[config.mk]
export PLATFORM = sky130hd
export DESIGN_NAME = clock_step_ctrl
export DESIGN_NICKNAME = d
export VERILOG_FILES = /design/src/rtl/clock_step_ctrl.sv
export SDC_FILE = /design/constraint.sdc
export NUM_CORES = 1
export LEC_CHECK = 0
export CAP_MARGIN = 20
export CORE_MARGIN = 2
export CORE_UTILIZATION = 60
export DETAILED_ROUTE_END_ITERATION = 10
export GPL_TIMING_DRIVEN = 1
export PLACE_DENSITY_LB_ADDON = 0.2
export SLEW_MARGIN = 20
export SYNTH_ARGS = -nofsm -noshare
export SYNTH_HDL_FRONTEND = slang
export SYNTH_SLANG_ARGS = --single-unit
[constraint.sdc]
create_clock -name CP -period 5.45 [get_ports CP]
set_clock_uncertainty 0.1 [all_clocks]
set_input_delay 1.09 -clock CP [delete_from_list [all_inputs] [get_ports CP]]
set_output_delay 1.09 -clock CP [all_outputs]
set_load 0.02 [all_outputs]
[src/rtl/clock_step_ctrl.sv]
// Run/halt/step controller: synchronizes and debounces three buttons and drives a registered clock-enable.
// Button-to-clk_en latency is 2 sync + DEBOUNCE + 1 cycles; every output is a direct flop.
module clock_step_ctrl #(
  parameter int DEBOUNCE = 4,
  parameter int STEP_W   = 8
) (
  input  logic              CP,
  input  logic              reset,
  input  logic              run_btn,
  input  logic              halt_btn,
  input  logic              step_btn,
  input  logic [STEP_W-1:0] step_count,
  output logic              clk_en,
  output logic              running,
  output logic              stepping,
  output logic [STEP_W-1:0] steps_left,
  output logic              step_done
);

  localparam int CNT_W = 8;
  localparam logic [CNT_W-1:0] DB_LAST = CNT_W'(DEBOUNCE - 1);

  typedef enum logic [1:0] {
    S_HALT = 2'd0,
    S_RUN  = 2'd1,
    S_STEP = 2'd2
  } state_t;

  // Button order within the vectors: [0]=run, [1]=halt, [2]=step.
  logic [2:0] btn_raw;
  logic [2:0] sync1;
  logic [2:0] sync2;
  logic [2:0] deb;
  logic [2:0] deb_q;
  logic [2:0] req;
  logic [CNT_W-1:0] db_cnt [3];

  assign btn_raw = {step_btn, halt_btn, run_btn};

  always_ff @(posedge CP) begin
    if (reset) begin
      sync1 <= '0;
      sync2 <= '0;
      deb_q <= '0;
    end else begin
      sync1 <= btn_raw;
      sync2 <= sync1;
      deb_q <= deb;
    end
  end

  for (genvar b = 0; b < 3; b++) begin : g_debounce
    // Level flips only after DEBOUNCE consecutive disagreeing cycles; any agreement restarts the count.
    always_ff @(posedge CP) begin
      if (reset) begin
        deb[b]    <= 1'b0;
        db_cnt[b] <= '0;
      end else if (sync2[b] == deb[b]) begin
        db_cnt[b] <= '0;
      end else if (db_cnt[b] == DB_LAST) begin
        deb[b]    <= sync2[b];
        db_cnt[b] <= '0;
      end else begin
        db_cnt[b] <= db_cnt[b] + 1'b1;
      end
    end
  end

  assign req = deb & ~deb_q;

  state_t            state;
  state_t            state_nx;
  logic [STEP_W-1:0] left_nx;
  logic              done_nx;

  always_comb begin
    state_nx = state;
    left_nx  = steps_left;
    done_nx  = 1'b0;
    unique case (state)
      S_HALT: begin
        if (req[1]) begin
          state_nx = S_HALT;
        end else if (req[2]) begin
          state_nx = S_STEP;
          left_nx  = (step_count == '0) ? STEP_W'(1) : step_count;
        end else if (req[0]) begin
          state_nx = S_RUN;
        end
      end
      S_RUN: begin
        if (req[1]) state_nx = S_HALT;
      end
      S_STEP: begin
        if (req[1]) begin
          state_nx = S_HALT;
          left_nx  = '0;
        end else if (steps_left == STEP_W'(1)) begin
          state_nx = S_HALT;
          left_nx  = '0;
          done_nx  = 1'b1;
        end else begin
          left_nx  = steps_left - 1'b1;
        end
      end
      default: begin
        state_nx = S_HALT;
        left_nx  = '0;
      end
    endcase
  end

  always_ff @(posedge CP) begin
    if (reset) begin
      state      <= S_HALT;
      clk_en     <= 1'b0;
      running    <= 1'b0;
      stepping   <= 1'b0;
      steps_left <= '0;
      step_done  <= 1'b0;
    end else begin
      state      <= state_nx;
      clk_en     <= (state_nx != S_HALT);
      running    <= (state_nx == S_RUN);
      stepping   <= (state_nx == S_STEP);
      steps_left <= left_nx;
      step_done  <= done_nx;
    end
  end

endmodule

# ---- Yosys cells after proc, flatten, opt, wreduce, memory -nomap -nowiden
# Memories as Yosys holds them, arrays and structs flattened.
# Cells that the tools add are included.
dict set report op_classes {
  add_sub_neg 4
  n_eq_ne 13
  n_mux 58
  bitwise_logic 16
  n_reduce_logical 8
}
# op count
set op_table {}
lappend op_table {{$mux W8} 14}
lappend op_table {{$mux W1} 36}
lappend op_table {{$add A8 B1 Y8 const B} 3}
lappend op_table {{$eq A8 B2 Y1 const B} 3}
lappend op_table {{$pmux W8 S3} 1}
lappend op_table {{$mux W2} 6}
lappend op_table {{$or A1 B1 Y1} 9}
lappend op_table {{$eq A8 B1 Y1 const B} 1}
lappend op_table {{$logic_not A8 Y1} 1}
lappend op_table {{$sub A8 B1 Y8 const B} 1}
lappend op_table {{$pmux W2 S3} 1}
lappend op_table {{$reduce_and A2 Y1} 3}
lappend op_table {{$not A1 Y1} 5}
lappend op_table {{$eq A2 B1 Y1 const B} 2}
lappend op_table {{$eq A2 B2 Y1 const B} 2}
lappend op_table {{$ne A2 B2 Y1 const B} 2}
lappend op_table {{$and A3 B3 Y3} 1}
lappend op_table {{$eq A1 B1 Y1} 3}
lappend op_table {{$not A3 Y3} 1}
lappend op_table {{$reduce_and A3 Y1} 1}
lappend op_table {{$reduce_or A3 Y1} 1}
lappend op_table {{$logic_not A2 Y1} 1}
lappend op_table {{$reduce_bool A2 Y1} 1}
dict set report word_totals {
  regBits 26
  mem_bits_rw 24
  output_inout_bits 12
  wordCells 112
  n_memories 1
}
# name words width rd rd_ports_with_merged_regs wr line_no
set mem_list {}
lappend mem_list {db_cnt 3 8 3 0 3 36} ;# logic [CNT_W-1:0] db_cnt [3];

# ---- Depth between registers and ports, before layout
dict set report logic_depth {
  ltp_word 7
  mapped_depth 8
  mapped_depth_nobuf 7
}

# ---- Least setup slack after synthesis
# No wires, ideal clock.
dict set report synth_path {
  path_kind {reg-to-reg}
  from {register steps_left[0]}
  to {register steps_left[3]}
  setup_time_ns 0.128
  t_arrival_ns 1.823
  t_required_ns 5.222
  setup_slack_ns 3.400
  path_stages_with_launch 8
  n_path_buf 1
  period_less_slack_ns 2.050
  cell_sequence {dfxtp_1 > ha_1 > or3b_2 > o211ai_4 > buf_6 > o21ai_2 > a22oi_1 > nor2_1}
}
dict set report synth_between {
  elab_chain_cells 4
  elab_cells_between_ends 5
  classes_between {1 x add/sub; 1 x eq/ne; 3 x mux}
}
# element line_no
set synth_lines {}
lappend synth_lines {{start: declaration} 16} ;# output logic [STEP_W-1:0] steps_left,
lappend synth_lines {{start signal: assignment} 126} ;# steps_left <= left_nx;
lappend synth_lines {{$sub A8 B1 Y8 or $eq A8 B1 Y1 (tied branches)} {103, 98}}
lappend synth_lines {{$mux W8 *} 98} ;# end else if (steps_left == STEP_W'(1)) begin
lappend synth_lines {{$mux W8 *} 95} ;# if (req[1]) begin
lappend synth_lines {{$pmux W8 S3 *} 80} ;# unique case (state)
# Mark *: on every way between the ends. The rest lies on a longest branch, timed or not.
# A chain may end at the register's enable or synchronous reset.

==> impl_metrics.json <==
{
  "syn_area_sq_mm": 0.00235,
  "drtIter0Drc": 119,
  "antenna_found_initial": 0,
  "hold_slack_ns": 0.334,
  "die_x_microns": 66.6,
  "insertion_delay_ns": 0.30,
  "clkSlewWorstSetupHoldPaths_ns": 0.09,
  "via_per_inst": 5.21,
  "worst_r2r_path_depth": 6,
  "cts_tree": "done",
  "status": "finished clean",
  "rsz0062_at_grt": "no",
  "post-route-cell-area_sq_mm": 0.00281,
  "postCtsSetupRepairBufs": 0,
  "period_share_pct": 50.2,
  "synth_edf_count": 24,
  "combPwrFrac_pct": 5.1,
  "worst-setup-path-type": "in2reg",
  "final_layout_size_suffix_gt1_share_pct": 6.09,
  "gp_congestion": 0.843,
  "ys_warn_count": 0,
  "clock_sinks": 50,
  "fillers": 279,
  "grt_max_degree": 29,
  "final_common_cell": "nor2_1",
  "final_max_slew_viol_count": 0,
  "peakVddDrop_uv": 184,
  "synthFlopType": "dfxtp_1",
  "swShare_pct": 20.5,
  "start_kind": "primary input",
  "clockBufferDepth": 2,
  "port-buffer-count": 24,
  "grt_pass1_wl_microns": 6500,
  "relSlewSlack_pct": 36.6,
  "die_h_microns": 66.6,
  "cts_htree_levels": 2,
  "detail_route.first_pass.iterations": 4,
  "fp-row-count": 22,
  "final-setup-viol-count": 0,
  "hpwl_microns": 2930,
  "hold_path_depth": 1,
  "ant_nets": 0,
  "multi_input_area_sq_mm": 0.00112,
  "io_pins": 25,
  "cts_hold_buffers": 0,
  "cts_resized": 0,
  "start_util_pct": 63.2,
  "clock_power_share_pct": 36.3,
  "area_growth_pct": 19.7,
  "die_area_sq_mm": 0.00443,
  "antenna_cells": 0,
  "grt_pass1_vias": 1541,
  "cts-buffers-inserted": 5,
  "dp_cells": 319,
  "wl_microns": 3940,
  "drc": 0,
  "ys_async_sr_fraction_pct": 0,
  "fin_cells": 327,
  "ys_seq_area_share_pct": 52.8,
  "cts_root_buf": "clkbuf_8",
  "maxCapViolations": 0,
  "dr_total_vias": 1704,
  "period_needed_ns": 2.74,
  "power_density_mw_per_mm2": 250,
  "grt_remaining_overflow": 0,
  "tightestPinTransition_ns": 0.948,
  "p_leak_nw": 1.04,
  "routedWlPerCell_microns": 12.1,
  "p_sw_mw": 0.144,
  "layout.area.seq_sq_mm": 0.00124,
  "worstPathMaxFanout": 28,
  "power_frac_seq_pct": 58.5,
  "coreArea_sq_mm": 0.00372,
  "final.setup.tns_ns": 0,
  "worstPathArrival_ns": 2.68,
  "hold_path_class": "reg2reg",
  "worstSetupEndpointType": "flip-flop",
  "max_freq_ghz": 0.365,
  "syn_area_per_cell_sq_um": 10.2,
  "ys_ff_latch": 50,
  "gr-usage-all-layers_pct": 19.5,
  "final_cell_mix": "37 x nor2_1, 26 x dfxtp_1, 24 x edfxtp_1, 24 x conb_1, 24 x clkdlybuf4s50_1",
  "finalNetCount": 296,
  "placed_area_sq_mm": 0.00270,
  "syn_inst": 231,
  "internal_power_mw": 0.559,
  "synth.distinct_cells": 43,
  "required_ns": 5.40,
  "finalHoldViolCount": 0
}
-- sequential cells by signal, summed over array words and instances, names as in the netlist --
name / count
sync1: 3
stepping: 1
step_done: 1
state: 2
db_cnt: 24
clk_en: 1
running: 1
sync2: 3
steps_left: 8
deb_q: 3
deb: 3
-- per-stage QoR --
stage	util [%]	total power [mW]	worst slack, ns
6_report	75.7	0.703	2.71
5_1_grt	75.7	0.729	2.57
3_5_place_dp	72.7	0.456	2.40
3_3_place_gp	72.7	0.455	2.43
4_1_cts	75.7	0.710	2.71
2_1_floorplan	-	0.441	3.40
-- per-layer routing --
layer | track usage, % | part of all wire [%] | routed length (microns)
met1 | 23.2 | 45 | 1780
met2 | 34.4 | 51 | 2010
met3 | 5.57 | 2.7 | 108
met4 | 5.36 | 1.2 | 46
met5 | 0 | 0 | 0
-- power groups by stage --
stage,logic (mW),clock network (mW),registers (mW)
after detailed placement,0.0353,0,0.420
after floorplan,0.0226,0,0.419
after global routing,0.0408,0.275,0.413
after global placement,0.0349,0,0.420
final,0.0359,0.256,0.412
after CTS,0.0356,0.263,0.412
-- synthesized netlist by cell type (6+ instances only) --
cell	instances	area share (%)
nor3_1	6	1.3
nand3_1	15	3.2
nor2b_1	11	2.9
nor2_1	37	5.9
xor2_1	12	4.5
xnor2_1	9	3.4
nand2_1	13	2.1
inv_1	9	1.4
nor4_1	6	1.6
a22oi_1	6	1.9
and3_1	6	1.6
dfxtp_1	26	22
edfxtp_1	24	31
-- cell type report --
class | count | share of cell area (%)
Tap cell | 48 | 2.14
Clock inverter | 3 | 1.56
Inverter | 9 | 1.20
Timing Repair Buffer | 24 | 8.54
Sequential cell | 50 | 44.1
Clock buffer | 5 | 2.45
Multi-Input combinational cell | 188 | 40.0
-- path summary, 6_finish.rpt --
check                     start       endpoint  slack, ns
setup reg to reg  steps_left[0]  steps_left[2]       3.21
setup / recovery          reset   db_cnt[1][3]       2.71
hold reg to reg        sync1[0]       sync2[0]       0.33
hold / removal         sync1[0]       sync2[0]       0.33
-- critical path, cell delays in order --
cell and delay (ns):
clkdlybuf4s50_1 1.09, nor2_1 0.16, nand2_1 0.25, nor2_1 0.08
-- cells by family after synthesis --
kind of cell             after synthesis  share of synthesized area [%]
flip-flops                            50                           52.8
adder cells (fa/ha/maj)                5                           2.66
other                                  1                          0.160
XOR/XNOR                              21                           7.83
AND/OR/NAND/NOR                      106                           22.5
AO/OA/AOI/OAI                         31                           10.6
multiplexers                           1                          0.426
buffers and inverters                 16                           2.98
Power figures use the tool's default switching activity.
